==> src/rtl/spi_master_multi_if.sv <==
// spi_master_multi_if: control handshake and SPI pin bundle for spi_master_multi
interface spi_master_multi_if #(
  parameter int DATA_W = 8,
  parameter int NUM_CS = 4,
  parameter int CS_SEL_W = 2
);
  logic start;
  logic [1:0] mode;
  logic lsb_first;
  logic [CS_SEL_W-1:0] cs_sel;
  logic [DATA_W-1:0] data_tx;
  logic [DATA_W-1:0] data_rx;
  logic busy;
  logic done;
  logic sclk;
  logic mosi;
  logic miso;
  logic [NUM_CS-1:0] cs_n;
  modport master (
    input start, mode, lsb_first, cs_sel, data_tx, miso,
    output data_rx, busy, done, sclk, mosi, cs_n
  );
  modport slave (
    output start, mode, lsb_first, cs_sel, data_tx, miso,
    input data_rx, busy, done, sclk, mosi, cs_n
  );
endinterface

==> src/rtl/spi_master_multi.sv <==
// spi_master_multi: SPI master with per-frame mode, bit order and one-hot chip select
module spi_master_multi #(
  parameter int DATA_W = 8,
  parameter int CLK_DIV = 4,
  parameter int NUM_CS = 4,
  parameter int CS_SEL_W = 2
) (
  input logic clk,
  input logic reset,
  spi_master_multi_if.master bus
);
  localparam int DIV_W = CLK_DIV > 1 ? $clog2(CLK_DIV) : 1;
  localparam int CNT_W = $clog2(2 * DATA_W);
  typedef enum logic [1:0] {IDLE, SETUP, SHIFT, HOLD} state_t;
  state_t state, state_nx;
  logic [DIV_W-1:0] div;
  logic [CNT_W-1:0] cnt;
  logic [DATA_W-1:0] tx_sh, rx_sh;
  logic [CS_SEL_W-1:0] cs_l;
  logic cpha_l, lsb_l;
  logic accept, tick, lead, last, fin, drive, sample, busy_d, sclk_d, mosi_d;
  logic [NUM_CS-1:0] cs_n_d;
  assign accept = state == IDLE && bus.start;
  assign tick = div == DIV_W'(CLK_DIV - 1);
  assign lead = !cnt[0];
  assign last = cnt == CNT_W'(2 * DATA_W - 1);
  always_ff @(posedge clk or posedge reset)
    if (reset) state <= IDLE;
    else state <= state_nx;
  always_comb begin
    state_nx = accept ? SETUP
             : state == SETUP ? SHIFT
             : state == SHIFT && tick && last ? HOLD
             : state == HOLD && tick ? IDLE
             : state;
  end
  // Outputs are computed here and registered, so every pin lags the FSM by one cycle
  always_comb begin
    fin = state == HOLD && tick;
    busy_d = state != IDLE && !fin;
    drive = cpha_l ? state == SHIFT && tick && lead
                   : state == SETUP || (state == SHIFT && tick && !lead && !last);
    sample = state == SHIFT && tick && (cpha_l ? !lead : lead);
    sclk_d = state == IDLE ? bus.mode[1] : state == SHIFT && tick ? !bus.sclk : bus.sclk;
    mosi_d = drive ? (lsb_l ? tx_sh[0] : tx_sh[DATA_W-1]) : bus.mosi;
    cs_n_d = '1;
    for (int i = 0; i < NUM_CS; i++) cs_n_d[i] = !(busy_d && cs_l == CS_SEL_W'(i));
  end
  always_ff @(posedge clk or posedge reset)
    if (reset) begin
      div <= '0;
      cnt <= '0;
      tx_sh <= '0;
      rx_sh <= '0;
      cs_l <= '0;
      cpha_l <= 1'b0;
      lsb_l <= 1'b0;
      bus.data_rx <= '0;
      bus.busy <= 1'b0;
      bus.done <= 1'b0;
      bus.sclk <= 1'b0;
      bus.mosi <= 1'b0;
      bus.cs_n <= '1;
    end else begin
      div <= (state == SHIFT || state == HOLD) && !tick ? div + 1'b1 : '0;
      cnt <= state == SHIFT ? cnt + CNT_W'(tick) : '0;
      tx_sh <= accept ? bus.data_tx : drive ? (lsb_l ? tx_sh >> 1 : tx_sh << 1) : tx_sh;
      rx_sh <= !sample ? rx_sh
             : lsb_l ? {bus.miso, rx_sh[DATA_W-1:1]} : {rx_sh[DATA_W-2:0], bus.miso};
      if (accept) begin
        cs_l <= bus.cs_sel;
        cpha_l <= bus.mode[0];
        lsb_l <= bus.lsb_first;
      end
      if (fin) bus.data_rx <= rx_sh;
      bus.busy <= busy_d;
      bus.done <= fin;
      bus.sclk <= sclk_d;
      bus.mosi <= mosi_d;
      bus.cs_n <= cs_n_d;
    end
endmodule

==> src/flat_wrapper.sv <==
// flat-port wrapper written by rule: the top's interface ports become plain ports
module spi_master_multi_flat 
#(
  parameter int DATA_W = 8,
  parameter int CLK_DIV = 4,
  parameter int NUM_CS = 4,
  parameter int CS_SEL_W = 2
)
  (clk, reset, bus_start, bus_mode, bus_lsb_first, bus_cs_sel, bus_data_tx, bus_miso, bus_data_rx, bus_busy, bus_done, bus_sclk, bus_mosi, bus_cs_n);
  spi_master_multi_if #(.DATA_W(DATA_W), .NUM_CS(NUM_CS), .CS_SEL_W(CS_SEL_W)) bus_i ();
  input logic clk;
  input logic reset;
  input wire logic [$bits(bus_i.start)-1:0] bus_start;
  input wire logic [$bits(bus_i.mode)-1:0] bus_mode;
  input wire logic [$bits(bus_i.lsb_first)-1:0] bus_lsb_first;
  input wire logic [$bits(bus_i.cs_sel)-1:0] bus_cs_sel;
  input wire logic [$bits(bus_i.data_tx)-1:0] bus_data_tx;
  input wire logic [$bits(bus_i.miso)-1:0] bus_miso;
  output wire logic [$bits(bus_i.data_rx)-1:0] bus_data_rx;
  output wire logic [$bits(bus_i.busy)-1:0] bus_busy;
  output wire logic [$bits(bus_i.done)-1:0] bus_done;
  output wire logic [$bits(bus_i.sclk)-1:0] bus_sclk;
  output wire logic [$bits(bus_i.mosi)-1:0] bus_mosi;
  output wire logic [$bits(bus_i.cs_n)-1:0] bus_cs_n;
  assign bus_i.start = bus_start;
  assign bus_i.mode = bus_mode;
  assign bus_i.lsb_first = bus_lsb_first;
  assign bus_i.cs_sel = bus_cs_sel;
  assign bus_i.data_tx = bus_data_tx;
  assign bus_i.miso = bus_miso;
  assign bus_data_rx = bus_i.data_rx;
  assign bus_busy = bus_i.busy;
  assign bus_done = bus_i.done;
  assign bus_sclk = bus_i.sclk;
  assign bus_mosi = bus_i.mosi;
  assign bus_cs_n = bus_i.cs_n;
  spi_master_multi #(.DATA_W(DATA_W), .CLK_DIV(CLK_DIV), .NUM_CS(NUM_CS), .CS_SEL_W(CS_SEL_W)) u_core (.clk(clk), .reset(reset), .bus(bus_i));
endmodule
==> config.mk <==
export PLATFORM = sky130hd
export DESIGN_NAME = spi_master_multi_flat
export DESIGN_NICKNAME = d
export VERILOG_FILES = /design/src/rtl/spi_master_multi_if.sv /design/src/rtl/spi_master_multi.sv /design/src/flat_wrapper.sv
export SDC_FILE = /design/constraint.sdc
export NUM_CORES = 1
export LEC_CHECK = 0
export CORE_MARGIN = 2
export CORE_UTILIZATION = 40
export DETAILED_ROUTE_END_ITERATION = 7
export PLACE_DENSITY = 0.67
export SETUP_SLACK_MARGIN = 0.5
export SYNTH_ARGS = -nofsm -noshare
export SYNTH_HDL_FRONTEND = slang
export SYNTH_SLANG_ARGS = --single-unit
==> constraint.sdc <==
create_clock -name clk -period 3.3 [get_ports clk]
set_input_delay 0.66 -clock clk [delete_from_list [all_inputs] [get_ports clk]]
set_output_delay 0.66 -clock clk [all_outputs]
set_load 0.03 [all_outputs]
[Word-level counts from Yosys, hierarchy flattened]
Index checks and enable logic that the tools add are counted.
Storage, ports and cells
  output and inout port bits: 16
  register bits after elaboration: 44
  word-level logic and storage cells: 70
Operators by class
  add/sub/neg operators: 2
  mux-type cells: 15
  equal/unequal tests: 8
  reduce and logical (&&, ||, !) cells: 31
Operator list (count)
  $mux W8: 4
  $logic_and A1 B1 Y1: 14
  $eq A2 B2 Y1 const B: 5
  $mux W2: 5
  $logic_not A1 Y1: 9
  $reduce_bool A2 Y1: 3
  $mux W1: 5
  $add A4 B1 Y4: 1
  $eq A2 B1 Y1 const B: 2
  $eq A4 B4 Y1 const B: 1
  $logic_not A2 Y1: 2
  $mux W4: 1
  $reduce_bool A4 Y1: 1
  $add A2 B1 Y2 const B: 1
  $logic_or A1 B1 Y1: 2

[Depth between registers and ports, before layout]
Gate-level depths: netlist of the first run.
  depth in word-level cells: 8
  depth in mapped cells: 6
  gate-level depth less buffers: 5

[Worst setup path after synthesis of the first run]
No wires, ideal clock.
  path type: register -> register
  start: reg u_core.div[0]
  end: reg u_core.tx_sh[1]
  buffers on the path: 0
  path slack: 1.851 ns
  cell stages (with the launch flop): 6
  arrival: 1.327 ns
  data required time: 3.177 ns
  cell sequence: dfrtp_1 > ha_1 > nand3b_1 > o31ai_2 > or2b_4 > o221a_2
On the way
  cells in the longest elaborated chain, start to end: 7
  elaborated cells on any way between the ends: 8
  classes of those cells: eq/ne (1); mux (1); reduce/logical (6)
RTL lines
  start: declaration: line spi_master_multi.sv:16  | logic [DIV_W-1:0] div;
  start signal: assignment: line spi_master_multi.sv:65  | div <= (state == SHIFT || state == HOLD) && !tick ? div + 1'b1 : '0;
  $eq A2 B2 Y1 *: line spi_master_multi.sv:24  | assign tick = div == DIV_W'(CLK_DIV - 1);
  $logic_and A1 B1 Y1 *: line spi_master_multi.sv:41, spi_master_multi.sv:42
  $logic_and A1 B1 Y1 (2 in series): line spi_master_multi.sv:42  | : state == SETUP || (state == SHIFT && tick && !lead && !last);
  $logic_or A1 B1 Y1: line spi_master_multi.sv:42
  $mux W1 *: line spi_master_multi.sv:41  | drive = cpha_l ? state == SHIFT && tick && lead
  $reduce_bool A2 Y1 (no line) *
  end signal: assignment: line spi_master_multi.sv:67  | tx_sh <= accept ? bus.data_tx : drive ? (lsb_l ? tx_sh >> 1 : tx_sh << 1) : tx_sh;
  end: declaration: line spi_master_multi.sv:18  | logic [DATA_W-1:0] tx_sh, rx_sh;
Every way passes the cells marked *; elsewhere a longest branch is shown, timed or not.
A chain may end at the register's enable or synchronous reset.

[Worst setup path in the final report of the first run]
  start: reg u_core.bus.cs_n[2]
  end: out bus_cs_n[2]
RTL lines
  start: declaration: line spi_master_multi_if.sv:21  | output data_rx, busy, done, sclk, mosi, cs_n
  start signal: assignment: line spi_master_multi.sv:80  | bus.cs_n <= cs_n_d;
  end: declaration: line flat_wrapper.sv:24  | output wire logic [$bits(bus_i.cs_n)-1:0] bus_cs_n;
No word-level cell between the ends.

==> Implementation_results.wiki, run 1 <==
{| class="wikitable"
! Metric !! Value
|-
| Type of the most critical hold path || register to register
|-
| Count of cell types in the netlist || 35
|-
| Minimum clock period after layout || 2.13 ns
|-
| Total power consumption of the routed design || 0.00225 W
|-
| Clock edge transition at the registers on the reported setup and hold paths || 0.08 ns
|-
| Largest stage delay on the critical path || 0.66 ns
|-
| Core Footprint || 0.00469 mm^2
|-
| Proportion of synthesized chip area in sequential cells || 57.1%
|-
| Setup repair after global routing missed its margin || false
|-
| Critical path buffer and inverter count || 1
|-
| Total clock sinks || 44
|-
| Number of global-route vias before repair || 1294
|-
| Status || finished, final reports clean
|-
| Final RePlAce weighted congestion || 0.692
|-
| Overall Global Routing Usage || 14.0%
|-
| Power per standard cell area || 951 mW/mm^2
|-
| Total number of nets in the final design || 220
|-
| Avg Cell Area, Syn || 11.5 um^2
|-
| Worst Path Required || 2.64 ns
|-
| Final Hold Violating Endpoints || 0
|-
| Initial cell density of the core || 41.3%
|-
| Depth of the most critical reg-to-reg path || 5
|-
| Clock latency on the worst-skew pair || 0.30 ns
|-
| Remaining antenna violation count || 0
|-
| Maximum fanout along the worst path || 1
|-
| Worst hold slack || 0.433 ns
|-
| 1st-iter DRT viols || 84
|-
| Area share of the leading cell type in the synthesized netlist || 51.6%
|-
| Fraction of layout cells with a size suffix above 1 || 15.4%
|-
| Crit path arrival time || 1.47 ns
|-
| Most common cell after layout, fill and taps aside || sky130_fd_sc_hd__dfrtp_1
|-
| CP Capture Type || output pin
|-
| Worst Setup Start Kind || register
|-
| Dpl hpwl || 2390 um
|-
| Commonest non-fill, non-tap cells in the layout || sky130_fd_sc_hd__dfrtp_1 (40), sky130_fd_sc_hd__clkdlybuf4s50_1 (32), sky130_fd_sc_hd__nand2_1 (18), sky130_fd_sc_hd__nor2_1 (17), sky130_fd_sc_hd__mux2i_1 (14)
|-
| CP Cell Sequence || clkdlybuf4s50_1
|-
| Post-Syn Nets || 188
|-
| Port bufs || 32
|-
| Yosys warning total || 0
|-
| Max Clk Rate || 469 MHz
|-
| Detail-routed via count per cell || 5.21
|-
| Synthesis-to-layout area growth || 22.1%
|-
| Total number of vias || 1329
|-
| Number of storage elements in the synthesis netlist || 44
|-
| Maxcap violations || 0
|-
| Routed wire per std cell || 13.6 um
|-
| Summed instance area of the synthesized netlist || 0.00194 mm^2
|-
| Post-CTS Hold Fix Bufs || 0
|-
| Total DRC errors in the routed layout || 0
|-
| Top cell type by total area after synthesis || sky130_fd_sc_hd__dfrtp_1
|-
| Pin count of the biggest net entering global routing || 45
|-
| Total congestion overflow after global routing || 0
|-
| Global-route wire length before repair || 5870 um
|-
| Die Ht || 73.6 um
|-
| TritonCTS clock tree || done
|-
| Area contributors post-synth || sky130_fd_sc_hd__dfrtp_1 (52%), sky130_fd_sc_hd__mux2i_1 (7.2%), sky130_fd_sc_hd__dfstp_2 (5.4%)
|-
| Number of buffers created by CTS || 5
|-
| Cts repair resizes || 0
|-
| Worst-case headroom to the max-slew limit || 44.7%
|-
| Die outline area || 0.00542 mm^2
|-
| CTS Root Buffer Type || sky130_fd_sc_hd__clkbuf_8
|-
| Slowest-stage cell, CP || sky130_fd_sc_hd__clkdlybuf4s50_1
|-
| Antenna cell count || 0
|-
| Buffers inserted during post-CTS setup optimization || 0
|-
| Endpoints failing setup || 0
|-
| Number of top-level design ports || 33
|-
| Number of core rows || 25
|-
| Logic depth of the worst path, buffers included || 1
|-
| VDD IR max || 0.000510 V
|-
| Setup CP Type || register to output pin
|-
| Static Leakage || 1.03 nW
|-
| Total wire length || 3460 um
|-
| Number of antenna violations at the first check in global routing || 0
|-
| Clock H-tree levels || 2
|-
| Synth Instances || 168
|-
| Slew @ Worst Pin || 0.829 ns
|-
| Crit path max-delay family || buffers and inverters
|-
| Clock tree skew after final layout || 0.00626 ns
|-
| Die outline width || 73.6 um
|-
| Total negative slack for setup checks || 0 ns
|-
| Number of pins exceeding their max-slew limit in the final report || 0
|-
| Final cycle utilization of the critical path || 64.6%
|-
| Max clock buf depth || 2
|-
| Hold Path Depth || 1
|-
| Number of search-and-repair iterations in the first detailed-routing pass || 4
|}
==> stage by stage <==
| stage | std cells | utilization, % | area [um^2] | setup WS (ns) |
|---|---|---|---|---|
| floorplan | 168 | - | 1940 | 1.62 |
| global placement | 247 | 48.6 | 2280 | 1.31 |
| detailed placement | 247 | 48.6 | 2280 | 1.30 |
| CTS | 255 | 50.5 | 2370 | 1.15 |
| global route | 255 | 50.5 | 2370 | 1.12 |
| finish | 255 | 50.5 | 2370 | 1.17 |
==> cell families (layout without fill, tap and decap cells) <==
group,Yosys count,in the layout,share of synthesized area (%)
AOI/OAI and AO/OA,26,26,9.75
xor gates and xnor gates,3,3,1.36
adders and majority gates,3,3,1.94
buffers and inverters,17,50,4.52
DFF,44,44,57.1
muxes,22,22,11.9
and+or+nand+nor,53,53,13.5
==> routing by layer <==
metal,GRT usage [%],vias to the layer above,part of all wire (%)
met1,18.6,648,47
li1,-,643,-
met2,22.1,34,47
met4,4.85,0,1.4
met3,3.70,4,5.1
met5,0,-,0
==> flip-flops by register name, indices dropped and copies added (netlist names), 2 cells and up <==
| signal | count |
|---|---|
| u_core.bus.data_rx | 8 |
| u_core.rx_sh | 8 |
| u_core.tx_sh | 8 |
| u_core.bus.cs_n | 4 |
| u_core.cnt | 4 |
| u_core.cs_l | 2 |
| u_core.div | 2 |
| u_core.state | 2 |
==> cell usage after synthesis <==
library cell / count
sky130_fd_sc_hd__inv_1: 9
sky130_fd_sc_hd__mux2_2: 8
sky130_fd_sc_hd__and4_1: 1
sky130_fd_sc_hd__xnor2_1: 2
sky130_fd_sc_hd__o221a_2: 6
sky130_fd_sc_hd__buf_4: 3
sky130_fd_sc_hd__o211ai_1: 1
sky130_fd_sc_hd__ha_1: 3
sky130_fd_sc_hd__and2_1: 1
sky130_fd_sc_hd__o21ai_0: 3
sky130_fd_sc_hd__and4b_1: 1
sky130_fd_sc_hd__nand3_1: 4
sky130_fd_sc_hd__dfrtp_1: 40
sky130_fd_sc_hd__a32oi_1: 1
sky130_fd_sc_hd__buf_2: 3
sky130_fd_sc_hd__nand2b_1: 1
sky130_fd_sc_hd__and3_1: 1
sky130_fd_sc_hd__mux2i_1: 14
sky130_fd_sc_hd__buf_6: 1
sky130_fd_sc_hd__nor2_1: 17
sky130_fd_sc_hd__o31ai_2: 1
sky130_fd_sc_hd__nand3b_1: 3
sky130_fd_sc_hd__nand2_1: 18
sky130_fd_sc_hd__or2b_4: 1
sky130_fd_sc_hd__a311oi_1: 1
sky130_fd_sc_hd__o311ai_0: 1
sky130_fd_sc_hd__or3b_1: 1
sky130_fd_sc_hd__clkbuf_2: 1
sky130_fd_sc_hd__nor2b_1: 1
sky130_fd_sc_hd__xor2_1: 1
sky130_fd_sc_hd__nand3_2: 1
sky130_fd_sc_hd__nand2_2: 1
sky130_fd_sc_hd__a21oi_1: 12
sky130_fd_sc_hd__dfstp_2: 4
sky130_fd_sc_hd__or4_1: 1
==> final cells by class <==
type / instances / area, um^2
clock inverter: 3 / 18.8
multi-input combinational: 107 / 744
clock buffer: 5 / 68.8
fill: 436 / 2320
tap: 54 / 67.6
inverter: 9 / 33.8
sequential: 44 / 1110
timing repair buffer: 33 / 328
==> final timing paths <==
| check | startpoint | to | slack [ns] |
|---|---|---|---|
| max | u_core.bus.cs_n[2]$_DFF_PP1_ | bus_cs_n[2] | 1.17 |
| min | u_core.div[0]$_DFF_PP0_ | u_core.div[0]$_DFF_PP0_ | 0.43 |
| max reg2reg | u_core.div[0]$_DFF_PP0_ | u_core.tx_sh[2]$_DFFE_PP0P_ | 1.35 |
| min reg2reg | u_core.div[0]$_DFF_PP0_ | u_core.div[0]$_DFF_PP0_ | 0.43 |
| min in group asynchronous | reset | u_core.bus.data_rx[4]$_DFFE_PP0P_ | 0.80 |
| max in group asynchronous | reset | u_core.bus.cs_n[0]$_DFF_PP1_ | 2.12 |
==> power breakdown <==
part	internal, W	total, W	leakage, nW	switching [W]
sequential	0.000787	0.00100	0.506	0.000216
clock	0.000148	0.000333	0.0479	0.000186
combinational	0.000459	0.000916	0.472	0.000457
No activity file was read; power rests on OpenSTA's default activity.
==> run 2: changes to the inputs <==
- clock period: 3.3 -> 2.2 ns (I/O delays scaled with it)
==> run 2 against run 1 <==
  * Worst setup slack got worse by 0.60 ns
  * Flip-flop and latch count did not move
  * Global-route usage is 0.091 points higher
  * Hold slack better by 0.0089 ns
  * Non-clock buffer count up 4
  * Utilization is 1.3 points higher
  * Largest power group unchanged
  * Critical path type unchanged
  * Sequential share of layout area fell by 1.2 points
  * Clock power is 100% higher
  * Critical path depth unchanged
  * Combinational power up 53%
==> Implementation_results.wiki, run 2 (same netlist as run 1, synthesis figures left out) <==
{| class="wikitable"
! Metric !! Value
|-
| Total number of vias || 1307
|-
| Total clock sinks || 44
|-
| Total negative slack for setup checks || 0 ns
|-
| Placed cells || 249
|-
| Final Hold Violating Endpoints || 0
|-
| Number of pins exceeding their max-slew limit in the final report || 0
|-
| Finished Core Util || 51.8%
|-
| Die Ht || 73.6 um
|-
| Antenna cell count || 0
|-
| Die outline width || 73.6 um
|-
| Largest stage delay on the critical path || 0.52 ns
|-
| Setup repair after global routing missed its margin || false
|-
| Clock H-tree levels || 2
|-
| Clock tree skew after final layout || 0.00719 ns
|-
| Worst Path Required || 1.76 ns
|-
| Total wire length || 3580 um
|-
| Overall Global Routing Usage || 14.1%
|-
| Worst-case headroom to the max-slew limit || 64.5%
|-
| Endpoints failing setup || 0
|-
| Slew @ Worst Pin || 0.533 ns
|-
| Slowest-stage cell, CP || sky130_fd_sc_hd__dfstp_2
|-
| Die outline area || 0.00542 mm^2
|-
| Number of core rows || 25
|-
| Number of buffers created by CTS || 5
|-
| Clock edge transition at the registers on the reported setup and hold paths || 0.08 ns
|-
| Total number of nets in the final design || 224
|-
| 1st-iter DRT viols || 106
|-
| Power per standard cell area || 1440 mW/mm^2
|-
| Largest regs || u_core.bus.data_rx x8, u_core.rx_sh x8, u_core.tx_sh x8
|-
| Port bufs || 32
|-
| Maxcap violations || 0
|-
| Footprint of the multi-input gates || 757 um^2
|-
| Worst Setup Start Kind || register
|-
| Global-route wire length before repair || 5760 um
|-
| Most common cell after layout, fill and taps aside || sky130_fd_sc_hd__dfrtp_1
|-
| Dpl hpwl || 2350 um
|-
| Type of the most critical hold path || register to register
|-
| Pin count of the biggest net entering global routing || 45
|-
| Core Footprint || 0.00469 mm^2
|-
| Final cycle utilization of the critical path || 74.3%
|-
| Reg-to-Reg Start || u_core.state[1]$_DFFE_PP0P_
|-
| Total congestion overflow after global routing || 0
|-
| Fraction of layout cells with a size suffix above 1 || 18.0%
|-
| Final cell count without fillers || 259
|-
| Static Leakage || 1.07 nW
|-
| Remaining antenna violation count || 0
|-
| Min-delay src || u_core.div[0]$_DFF_PP0_
|-
| CTS Root Buffer Type || sky130_fd_sc_hd__clkbuf_8
|-
| Status || finished, final reports clean
|-
| Commonest non-fill, non-tap cells in the layout || sky130_fd_sc_hd__dfrtp_1 (40), sky130_fd_sc_hd__nand2_1 (18), sky130_fd_sc_hd__nor2_1 (17), sky130_fd_sc_hd__clkdlybuf4s50_1 (16), sky130_fd_sc_hd__dlygate4sd2_1 (16)
|-
| Initial cell density of the core || 41.3%
|-
| Total DRC errors in the routed layout || 0
|-
| VDD IR max || 0.000679 V
|-
| Crit path arrival time || 1.19 ns
|-
| Number of search-and-repair iterations in the first detailed-routing pass || 4
|-
| PnR worst setup slack || 0.565 ns
|-
| Final RePlAce weighted congestion || 0.708
|-
| Max Clk Rate || 612 MHz
|-
| Number of top-level design ports || 33
|-
| Max clock buf depth || 2
|-
| Filler instances || 419
|-
| Number of antenna violations at the first check in global routing || 0
|-
| Clock latency on the worst-skew pair || 0.30 ns
|-
| Critical path buffer and inverter count || 1
|-
| TritonCTS clock tree || done
|-
| Synthesis-to-layout area growth || 25.3%
|-
| Minimum clock period after layout || 1.63 ns
|-
| Maximum fanout along the worst path || 1
|-
| Setup CP Type || register to output pin
|-
| Placement-stage worst setup slack || 0.253 ns
|-
| Number of global-route vias before repair || 1252
|-
| CP Capture Type || output pin
|-
| Area taken by flip-flops and latches || 0.00111 mm^2
|-
| Routed wire per std cell || 13.8 um
|-
| Detail-routed via count per cell || 5.05
|-
| Total power consumption of the routed design || 0.00351 W
|-
| Launching instance or port of the critical path || u_core.bus.cs_n[2]$_DFF_PP1_
|-
| CP Cell Sequence || dlygate4sd2_1
|-
| Crit path max-delay family || flip-flops
|}
[run 2: per-layer routing]
metal  vias to the layer above  global-route usage, %  part of all wire, %
li1                        652                      -                    -
met1                       624                   19.1                   48
met2                        26                   21.1                   45
met3                         5                   3.43                  4.3
met4                         0                   6.67                  2.0
met5                         -                      0                    0
[run 2: worst paths after layout]
path,cells after the start,slack (ns),to
max,1,0.57,bus_cs_n[2]
min,1,0.44,u_core.div[0]$_DFF_PP0_
max reg2reg,6,0.59,u_core.tx_sh[0]$_DFFE_PP0P_
min reg2reg,1,0.44,u_core.div[0]$_DFF_PP0_
max in group asynchronous,3,1.25,u_core.bus.cs_n[1]$_DFF_PP1_
min in group asynchronous,3,0.56,u_core.bus.data_rx[6]$_DFFE_PP0P_
[run 2: repair_timing]
| action | 4_1_cts | 5_1_grt |
|---|---|---|
| resized for setup | 17 | 2 |
| setup buffers | 2 | 0 |
| hold buffers | 0 | 0 |
| pin swaps | 1 | 0 |
| setup endpoints to repair | 25 | 8 |
| gates cloned | 0 | 0 |
[run 2: worst register-to-register path, delay by kind of cell, from the launching register on]
kind,cells,cell delay (ns)
flops,1,0.40
simple gates,2,0.50
buf+inv,2,0.38
compound gates,2,0.22
[run 2: power breakdown]
group          switching (W)  leakage [nW]  total (W)  internal, W
Sequential          0.000253         0.506    0.00144      0.00118
Combinational       0.000777         0.500    0.00140     0.000625
Clock               0.000271        0.0645   0.000672     0.000401
[run 2: cell type report]
cell class              instances  share of cell area [%]
multi-input cells             107                    31.2
clock buffers                   7                    3.97
flip-flops and latches         44                    45.5
inverters                       9                    1.39
well taps                      54                    2.78
clock inverters                 1                    1.24
repair buffers                 37                    13.9
[run 2: metrics by stage]
stage	hold WS (ns)	instance area, um^2
3_3_place_gp	0.419	2290
5_1_grt	0.447	2430
4_1_cts	0.437	2420
3_5_place_dp	0.426	2290
2_1_floorplan	0.409	1940
6_report	0.442	2430
==> run 3: changes to the inputs <==
- clock period: 2.2 -> 1.61 ns (I/O delays scaled with it)
==> run 3 against run 2 <==
  * Non-clock buffer count grew 25
  * Critical path depth grew 4
  * Largest power group is now combinational logic
  * First-iteration DRC count grew 10%
  * Combinational power grew 120%
  * Wire length grew 30%
  * Worst setup slack lost 0.44 ns
  * Sequential power grew 43%
  * Highest routed layer unchanged
  * Critical endpoint is now u_core.tx_sh[6]$_DFFE_PP0P_
  * Cell area grew 22%
==> Implementation_results.wiki, run 3 (same netlist as run 1, synthesis figures left out) <==
{| class="wikitable"
! Metric !! Value
|-
| Status || finished, final reports clean
|-
| Number of buffers created by CTS || 5
|-
| VDD IR max || 0.00100 V
|-
| Number of top-level design ports || 33
|-
| Static Leakage || 1.28 nW
|-
| Initial cell density of the core || 41.3%
|-
| Crit path max-delay family || simple AND/OR/NAND/NOR gates
|-
| Max clock buf depth || 2
|-
| Type of the most critical hold path || primary input to async pin
|-
| Number of global-route vias before repair || 1479
|-
| Largest stage delay on the critical path || 0.42 ns
|-
| Core Footprint || 0.00469 mm^2
|-
| Total DRC errors in the routed layout || 0
|-
| TritonCTS clock tree || done
|-
| Die Ht || 73.6 um
|-
| Minimum clock period after layout || 1.48 ns
|-
| CP Capture Type || register
|-
| Final cell count without fillers || 285
|-
| Remaining antenna violation count || 0
|-
| Maxcap violations || 0
|-
| Total number of nets in the final design || 250
|-
| Filler instances || 357
|-
| Area taken by flip-flops and latches || 0.00111 mm^2
|-
| Setup repair after global routing missed its margin || true
|-
| Power per standard cell area || 1980 mW/mm^2
|-
| Global-route wire length before repair || 7030 um
|-
| Placed cells || 255
|-
| Clock H-tree levels || 2
|-
| Worst Setup Start Kind || register
|-
| Pin count of the biggest net entering global routing || 45
|-
| Crit path arrival time || 1.67 ns
|-
| Slew @ Worst Pin || 0.286 ns
|-
| CTS Root Buffer Type || sky130_fd_sc_hd__clkbuf_8
|-
| Most common cell after layout, fill and taps aside || sky130_fd_sc_hd__dfrtp_1
|-
| Critical path buffer and inverter count || 0
|-
| Total wire length || 4670 um
|-
| Routed wire per std cell || 16.4 um
|-
| Number of core rows || 25
|-
| Cell area after layout || 0.00297 mm^2
|-
| Placement-stage cell area || 0.00243 mm^2
|-
| Worst-case headroom to the max-slew limit || 80.9%
|-
| Clock edge transition at the registers on the reported setup and hold paths || 0.08 ns
|-
| Final Hold Violating Endpoints || 0
|-
| Total clock sinks || 44
|-
| Endpoints failing setup || 0
|-
| Port bufs || 32
|-
| Total number of vias || 1514
|-
| Slowest-stage cell, CP || sky130_fd_sc_hd__dfrtp_1
|-
| Max Clk Rate || 674 MHz
|-
| Setup CP Type || register to register
|-
| Maximum fanout along the worst path || 7
|-
| Clock latency on the worst-skew pair || 0.30 ns
|-
| Clock tree skew after final layout || 0.00669 ns
|-
| Antenna cell count || 0
|-
| Number of antenna violations at the first check in global routing || 0
|-
| 1st-iter DRT viols || 117
|-
| Final RePlAce weighted congestion || 0.765
|-
| Final cycle utilization of the critical path || 92.1%
|-
| Die outline width || 73.6 um
|-
| Worst hold slack || 0.404 ns
|-
| Total congestion overflow after global routing || 0
|-
| Die outline area || 0.00542 mm^2
|-
| CP Cell Sequence || ha_4 -> nand3b_1 -> o31ai_4 -> or2b_4 -> o221a_4
|-
| Number of search-and-repair iterations in the first detailed-routing pass || 4
|-
| Post-CTS Hold Fix Bufs || 0
|-
| Footprint of the multi-input gates || 0.00104 mm^2
|-
| Overall Global Routing Usage || 17.4%
|-
| Detail-routed via count per cell || 5.31
|-
| Largest regs || u_core.bus.data_rx x8, u_core.rx_sh x8, u_core.tx_sh x8
|-
| Fraction of layout cells with a size suffix above 1 || 50.2%
|-
| Commonest non-fill, non-tap cells in the layout || sky130_fd_sc_hd__dfrtp_1 (40), sky130_fd_sc_hd__buf_6 (24), sky130_fd_sc_hd__buf_4 (20), sky130_fd_sc_hd__nand2_1 (17), sky130_fd_sc_hd__clkdlybuf4s50_1 (16)
|-
| Worst Path Required || 1.80 ns
|-
| Dpl hpwl || 2730 um
|-
| Synthesis-to-layout area growth || 53.2%
|-
| Total negative slack for setup checks || 0 ns
|-
| Number of pins exceeding their max-slew limit in the final report || 0
|}
==> run 3: path summary, 6_finish.rpt <==
| check | startpoint | to | slack (ns) | depth (start not counted) |
|---|---|---|---|---|
| max in group asynchronous | reset | u_core.bus.cs_n[3]$_DFF_PP1_ | 0.94 | 3 |
| hold / removal | reset | u_core.div[0]$_DFF_PP0_ | 0.40 | 3 |
| min in group clk | u_core.cs_l[0]$_DFFE_PP0P_ | u_core.bus.cs_n[3]$_DFF_PP1_ | 0.50 | 1 |
| hold reg to reg | u_core.cs_l[0]$_DFFE_PP0P_ | u_core.bus.cs_n[3]$_DFF_PP1_ | 0.50 | 1 |
| setup reg to reg | u_core.div[0]$_DFF_PP0_ | u_core.tx_sh[6]$_DFFE_PP0P_ | 0.13 | 5 |
| setup / recovery | u_core.div[0]$_DFF_PP0_ | u_core.tx_sh[6]$_DFFE_PP0P_ | 0.13 | 5 |
==> run 3: final cells by class <==
class	count	area share, %
inverters	9	1.52
clock buffers	8	3.03
well taps	54	2.28
repair buffers	62	20.7
flip-flops and latches	44	37.3
multi-input cells	108	35.2
==> run 3: worst min-delay path: stages <==
cell	delay, ns
sky130_fd_sc_hd__clkdlybuf4s50_1	0.44
sky130_fd_sc_hd__clkinvlp_4	0.09
sky130_fd_sc_hd__buf_12	0.23
==> run 3: power breakdown <==
part	internal [W]	switching [W]	total, W
sequential	0.00162	0.000443	0.00206
combinational	0.00165	0.00145	0.00310
clock	0.000350	0.000358	0.000708
total	0.00362	0.00225	0.00587
==> run 3: per-layer routing <==
layer	wire length [um]	up-vias	track usage, %
li1	-	706	-
met1	2010	762	21.3
met2	2340	34	28.7
met3	198	12	4.80
met4	116	0	7.88
met5	0	-	0
==> run 3: what timing repair did <==
item                       4_1_cts  5_1_grt
gates resized for setup        135       43
pin swaps                        7       13
gates cloned                     1        0
setup buffers                    6       15
setup endpoints to repair       55       57
==> run 3: stage by stage <==
step,total power (W),utilization (%),setup WS (ns)
2_1_floorplan,0.00358,-,0.223
3_3_place_gp,0.00417,51.9,0.0583
3_5_place_dp,0.00428,51.9,0.00948
4_1_cts,0.00538,57.5,0.124
5_1_grt,0.00622,63.3,0.0913
6_report,0.00587,63.3,0.127
